File: config.mk
export PLATFORM = sky130hd
export DESIGN_NAME = pll_reset_sequencer
export DESIGN_NICKNAME = d
export VERILOG_FILES = /design/src/rtl/pll_reset_sequencer.sv
export SDC_FILE = /design/constraint.sdc
export NUM_CORES = 1
export LEC_CHECK = 0
export CORE_UTILIZATION = 50
export DETAILED_ROUTE_END_ITERATION = 6
export PLACE_DENSITY = 0.74
export RECOVER_POWER = 25
export SLEW_MARGIN = 5
export SYNTH_ARGS = -nofsm -noshare
export SYNTH_HDL_FRONTEND = slang
export SYNTH_SLANG_ARGS = --single-unit
File: constraint.sdc
create_clock -name clock -period 2.3 [get_ports clock]
set_input_delay 0.575 -clock clock [delete_from_list [all_inputs] [get_ports clock]]
set_output_delay 0.575 -clock clock [all_outputs]
set_load 0.01 [all_outputs]
File: src/rtl/pll_reset_sequencer.sv
// pll_reset_sequencer
// Synchronises the PLL lock flag, waits for a programmable stable-lock time,
// then releases NUM_RESETS active-high domain resets one at a time, spaced
// RELEASE_GAP cycles apart. Loss of lock or a software request re-asserts
// every reset; lock losses after the first release are counted (saturating).

module pll_reset_sequencer #(
   parameter int unsigned NUM_RESETS         = 4,
   parameter int unsigned LOCK_STABLE_CYCLES = 1024,
   parameter int unsigned RELEASE_GAP        = 16,
   parameter int unsigned SYNC_STAGES        = 2,
   parameter int unsigned LOSS_COUNT_WIDTH   = 8
) (
   input  logic                        clock,
   input  logic                        reset,
   input  logic                        pll_locked,
   input  logic                        force_reset,
   output logic [NUM_RESETS-1:0]       reset_out,
   output logic                        all_released,
   output logic [LOSS_COUNT_WIDTH-1:0] lock_loss_count,
   output logic [1:0]                  seq_state
);

   // Counter widths sized to hold their terminal values without wrapping.
   localparam int unsigned STAB_W = $clog2(LOCK_STABLE_CYCLES + 1);
   localparam int unsigned GAP_W  = $clog2(RELEASE_GAP + 1);
   localparam int unsigned IDX_W  = (NUM_RESETS > 1) ? $clog2(NUM_RESETS) : 1;

   localparam logic [STAB_W-1:0] STAB_LAST = STAB_W'(LOCK_STABLE_CYCLES);
   localparam logic [GAP_W-1:0]  GAP_LAST  = GAP_W'(RELEASE_GAP);
   localparam logic [IDX_W-1:0]  IDX_LAST  = IDX_W'(NUM_RESETS - 1);

   typedef enum logic [1:0] {
      ST_HOLD    = 2'd0,
      ST_STABLE  = 2'd1,
      ST_RELEASE = 2'd2,
      ST_RUN     = 2'd3
   } state_t;

   logic [SYNC_STAGES-1:0]      sync_q;
   logic                        lock_s;

   state_t                      state_q, state_d;
   logic [STAB_W-1:0]           stab_q, stab_d;
   logic [GAP_W-1:0]            gap_q, gap_d;
   logic [IDX_W-1:0]            idx_q, idx_d;
   logic [NUM_RESETS-1:0]       rst_q, rst_d;
   logic [LOSS_COUNT_WIDTH-1:0] loss_q, loss_d;
   logic                        all_rel_q, all_rel_d;
   logic                        start_rel;
   logic                        lost;

   // Metastability synchroniser for the asynchronous PLL lock flag.
   always_ff @(posedge clock or posedge reset) begin
      if (reset) begin
         sync_q <= '0;
      end else begin
         sync_q <= {sync_q[SYNC_STAGES-2:0], pll_locked};
      end
   end

   assign lock_s = sync_q[SYNC_STAGES-1];

   // Sequencer state and all registered outputs.
   always_ff @(posedge clock or posedge reset) begin
      if (reset) begin
         state_q   <= ST_HOLD;
         stab_q    <= '0;
         gap_q     <= '0;
         idx_q     <= '0;
         rst_q     <= '1;
         loss_q    <= '0;
         all_rel_q <= 1'b0;
      end else begin
         state_q   <= state_d;
         stab_q    <= stab_d;
         gap_q     <= gap_d;
         idx_q     <= idx_d;
         rst_q     <= rst_d;
         loss_q    <= loss_d;
         all_rel_q <= all_rel_d;
      end
   end

   // Next-state logic: lock qualification, staged release, loss and force handling.
   always_comb begin
      state_d   = state_q;
      stab_d    = stab_q;
      gap_d     = gap_q;
      idx_d     = idx_q;
      rst_d     = rst_q;
      loss_d    = loss_q;
      start_rel = 1'b0;
      lost      = 1'b0;

      case (state_q)
         ST_HOLD: begin
            rst_d  = '1;
            stab_d = '0;
            gap_d  = '0;
            idx_d  = '0;
            if (lock_s) begin
               // The first synchronised lock cycle already counts as one.
               if (STAB_LAST == STAB_W'(1)) begin
                  start_rel = 1'b1;
               end else begin
                  state_d = ST_STABLE;
                  stab_d  = STAB_W'(1);
               end
            end
         end

         ST_STABLE: begin
            if (!lock_s) begin
               // Lock never qualified, so this is not a counted loss.
               state_d = ST_HOLD;
               stab_d  = '0;
            end else if (stab_q + STAB_W'(1) == STAB_LAST) begin
               start_rel = 1'b1;
            end else begin
               stab_d = stab_q + STAB_W'(1);
            end
         end

         ST_RELEASE: begin
            if (!lock_s) begin
               lost = 1'b1;
            end else if (gap_q + GAP_W'(1) == GAP_LAST) begin
               // Only ever clears bits, so releases stay monotonic.
               rst_d = rst_q & ~(NUM_RESETS'(1) << idx_q);
               gap_d = '0;
               if (idx_q == IDX_LAST) begin
                  state_d = ST_RUN;
               end else begin
                  idx_d = idx_q + IDX_W'(1);
               end
            end else begin
               gap_d = gap_q + GAP_W'(1);
            end
         end

         ST_RUN: begin
            rst_d = '0;
            if (!lock_s) begin
               lost = 1'b1;
            end
         end

         default: begin
            state_d = ST_HOLD;
         end
      endcase

      // Lock qualified: drop bit 0 and start spacing out the rest.
      if (start_rel) begin
         rst_d    = '1;
         rst_d[0] = 1'b0;
         stab_d   = '0;
         gap_d    = '0;
         idx_d    = IDX_W'(1);
         state_d  = (NUM_RESETS == 1) ? ST_RUN : ST_RELEASE;
      end

      // Lock dropped after release began: re-assert everything and count it.
      if (lost) begin
         state_d = ST_HOLD;
         rst_d   = '1;
         stab_d  = '0;
         gap_d   = '0;
         idx_d   = '0;
         if (loss_q != '1) begin
            loss_d = loss_q + LOSS_COUNT_WIDTH'(1);
         end
      end

      // Software request overrides lock status and is never counted as a loss.
      if (force_reset) begin
         state_d = ST_HOLD;
         rst_d   = '1;
         stab_d  = '0;
         gap_d   = '0;
         idx_d   = '0;
         loss_d  = loss_q;
      end

      all_rel_d = (rst_d == '0);
   end

   assign reset_out       = rst_q;
   assign all_released    = all_rel_q;
   assign lock_loss_count = loss_q;
   assign seq_state       = state_q;

endmodule

==> summary.txt <==
Pwr
  • Logic pwr share: 0.187
  • Internal power: just under 1 mW
  • Clk pwr share: 0.323
  • Switching part of the total power: 0.285
  • PwrDens: 511 nW/um^2
  • Flop pwr share: 0.490
  • Psw: 0.382 mW
  • Overall Power: 1.34 mW
  • LEAKAGE: approximately 1.2 nW
  • Peak VDD IR: approximately 0.39 mV

STA
  • Unrepaired setup endpoints after global routing: true
  • Final Hold Vio Count: 0
  • Final WS setup: -0.0650 ns
  • Highest clock rate: 423 MHz
  • Setup Skew: roughly 0.0056 ns
  • Relative slew slack: 0.422
  • Min Tclk post-route: 2.37 ns
  • Slew Limit Fails: 0
  • # setup viols final: 2
  • Tcrit/Tclk final: 1.03
  • Worst-margin pin slew: 0.867 ns

Worst hold path
  • Worst Hold Class: reg -> reg
  • Hold path cells: 0
  • Hold_sp: sync_q[0]$_DFF_PP0_
  • Hold worst-path end: sync_q[1]$_DFF_PP0_

Clock network
  • Root Driver: clkbuf_8
  • CTS sink count: 35
  • Hold_buf cts: 0
  • CTS clk-pin slew, worst paths: about 0.07 ns
  • Num CTS Buffers: 5
  • TritonCTS clock tree: done
  • H-tree Lvls: 2
  • Bufs on Longest Clock Path: 2
  • Worst skew pair latency: 0.29 ns

Logic synthesis
  • Ys flop type: dfrtp_1
  • Largest area contributor in the netlist: dfrtp_1
  • Ranking of synthesized cells by area: dfrtp_1, ha_1, dfstp_2
  • Post-synth top area share: 0.371
  • Largest family of logic cells by synthesized area: simple AND/OR/NAND/NOR gates
  • Avg Synthesized Cell Area: 9.38 sq um
  • Gate Count Post-Synth: 223
  • Compound-Gate Fraction of Synth Area: 0.198
  • Async SR Flop Fraction: 1.00
  • Post-Syn Area: 2090 sq um
  • Mapped Nets: 239
  • Post-synthesis mux area share: 0.0203
  • Synth Area in XOR/XNOR: 0.0419
  • Synth Register Bits: 35
  • Yosys cell types: 54
  • Post-synth EDFFs: 0
  • Synth Area in Adders: 0.0718
  • Post-Synth Simple-Gate Area: 0.206
  • Sequential area share after synthesis: 0.421
  • Yosys Warn Count: 0

Place
  • Routability cong.: 0.910
  • Buffers on Ports: 18
  • Detailed placement HPWL: approximately 3.4 mm

Final layout
  • Layout cells sized above 1: 0.193
  • Final Util: 0.657
  • Register area: ~880 sq um
  • Filler cell count: 357
  • Multi-input logic area: 1160 sq um
  • N_diodes: 0
  • Layout area overhead: 25.7%
  • Fin nets: 284

Status
  • Failing checks: negative setup slack
  • Status: finished with violations

Routing
  • Antenna-violating nets left: 0
  • Via count: around 1900
  • Vias/cell: between 5 and 6
  • Post-Route WL: 4.73 mm
  • Drt initial violations: ~170
  • DRT Pass-1 Iters: 4
  • Mean routed wirelength per cell: 14.8 um
  • DRC: 0

Floorplanning
  • Die area: 4440 sq um
  • Std cell rows: 23
  • Die Wd: 66.7 um
  • Num ports: 19
  • DIE HEIGHT: roughly 67 um
  • Core ar.: 4000 sq um
  • Initial Util: 0.523

Setup path
  • CP endpoint kind: flip-flop
  • R2r setup slk: -0.07 ns
  • Critical path data required time: 2.48 ns
  • Crit path launch: stab_q[1]$_DFFE_PP0P_
  • Critical path arrival: 2.55 ns
  • CP startpoint kind: flip-flop
  • Worst r2r src: stab_q[1]$_DFFE_PP0P_
  • Setup CP Type: reg -> reg
  • Cells on worst reg2reg path: 8
  • Reg-to-reg endpoint: seq_state[1]$_DFFE_PP0P_
  • Worst-path fanout max: 5

Global routing
  • Overflow after GRT: 0
  • Initial antenna violation count: 0
  • Vias in the first global route: 1738
  • Pin count of the biggest net entering global routing: 36
  • Gr usage total: 0.237
  • First-pass GRT wire length: 7.73 mm

Job
  • Max-cap viol count: 0
[flip-flops by register name, summed over array words and instances (netlist names)]
register and cells:
idx_q 2, lock_loss_count 8, gap_q 5, stab_q 11, reset_out 4, sync_q 2
all_released 1, seq_state 2
[repair_timing]
| action | 4_1_cts | 5_1_grt |
|---|---|---|
| resized for setup | 1 | 4 |
| endpoints found under the setup margin | 2 | 17 |
| buffers inserted | 2 | 4 |
| pin swaps | 1 | 1 |
[power groups by stage]
stage / clock network [mW] / registers, mW / logic [mW]
6_report: 0.434 / 0.658 / 0.251
5_1_grt: 0.471 / 0.661 / 0.281
4_1_cts: 0.443 / 0.658 / 0.250
3_5_place_dp: 0 / 0.670 / 0.246
3_3_place_gp: 0 / 0.669 / 0.243
2_1_floorplan: 0 / 0.675 / 0.140
[cell families after synthesis]
group                      after synthesis
AOI/OAI and AO/OA                       61
xor gates and xnor gates                10
adders and majority gates               12
buffers and inverters                   19
DFF                                     35
muxes                                    4
and+or+nand+nor                         82
[worst max path at each step]
| stage | cells past startpoint | to | slack (ns) |
|---|---|---|---|
| 2_1_floorplan | 7 | stab_q[1]$_DFFE_PP0P_ | -0.003 |
| 3_3_place_gp | 6 | stab_q[0]$_DFFE_PP0P_ | -0.01 |
| 3_5_place_dp | 6 | stab_q[0]$_DFFE_PP0P_ | -0.03 |
| 4_1_cts | 8 | seq_state[1]$_DFFE_PP0P_ | 0.03 |
| 5_1_grt | 8 | seq_state[1]$_DFFE_PP0P_ | -0.15 |
| 6_report | 8 | seq_state[1]$_DFFE_PP0P_ | -0.07 |
[placed cells by master (no fill, tap or decap), types with 3 or more instances in the layout]
master           instances
dfrtp_1                 31
buf_4                   28
nor2_1                  24
nand2_1                 17
clkdlybuf4s50_1         16
o21ai_0                 14
a21oi_1                 14
ha_1                    11
inv_1                    9
xnor2_1                  7
nand4_1                  5
a31oi_1                  5
nand3_1                  5
clkbuf_8                 5
and3_1                   4
dfstp_2                  4
and2_1                   3
nor3_1                   3
a41oi_1                  3
a21o_1                   3
[critical path, stage by stage (launching register included)]
cell and delay [ns]:
dfrtp_1 0.42, ha_4 0.16, nand3_2 0.09, or4b_1 0.52
a221o_1 0.40, buf_6 0.14, nor3_4 0.21, nor2_2 0.08
a22o_1 0.24
[layer usage]
layer | up-vias | wire (um) | track usage
met3 | 8 | 204 | 0.0514
met4 | 0 | 80 | 0.0984
met5 | - | 0 | 0
met2 | 49 | 2320 | 0.390
li1 | 903 | - | -
met1 | 891 | 2120 | 0.298
[layout make-up]
cell class / instances / share of cell area
Sequential cell: 35 / 0.335
Clock inverter: 1 / 0.00190
Timing Repair Buffer: 48 / 0.155
Clock buffer: 7 / 0.0290
Inverter: 9 / 0.0129
Tap cell: 50 / 0.0238
Multi-Input combinational cell: 169 / 0.442
[through the flow]
stage,instances,hold slack (ns),TNS (ns),worst slack [ns],area (sq um)
global route,319,0.364,-0.496,-0.147,2630
floorplan,223,0.331,-0.0187,-0.00340,2110
CTS,315,0.352,0,0.0267,2580
global placement,305,0.333,-0.0115,-0.0115,2480
detailed placement,305,0.336,-0.0615,-0.0308,2480
finish,319,0.352,-0.0860,-0.0650,2630
[synth_stat cells, types with 2 or more instances]
library cell	number
a21o_1	3
a21oi_1	14
a22oi_1	2
a311oi_1	2
a31oi_1	5
a41oi_1	4
and2_1	3
and3_1	4
and4_1	2
buf_2	3
clkbuf_1	5
dfrtp_1	31
dfstp_2	4
ha_1	12
inv_1	9
mux2_2	2
mux2i_1	2
nand2_1	17
nand2b_1	2
nand3_1	6
nand4_1	5
nand4b_1	2
nor2_1	25
nor2b_1	2
nor3_1	3
o211ai_1	2
o21a_1	2
o21ai_0	14
or3_1	2
or4_1	2
xnor2_1	8
xor2_1	2
No activity file was read; power rests on OpenSTA's default activity.
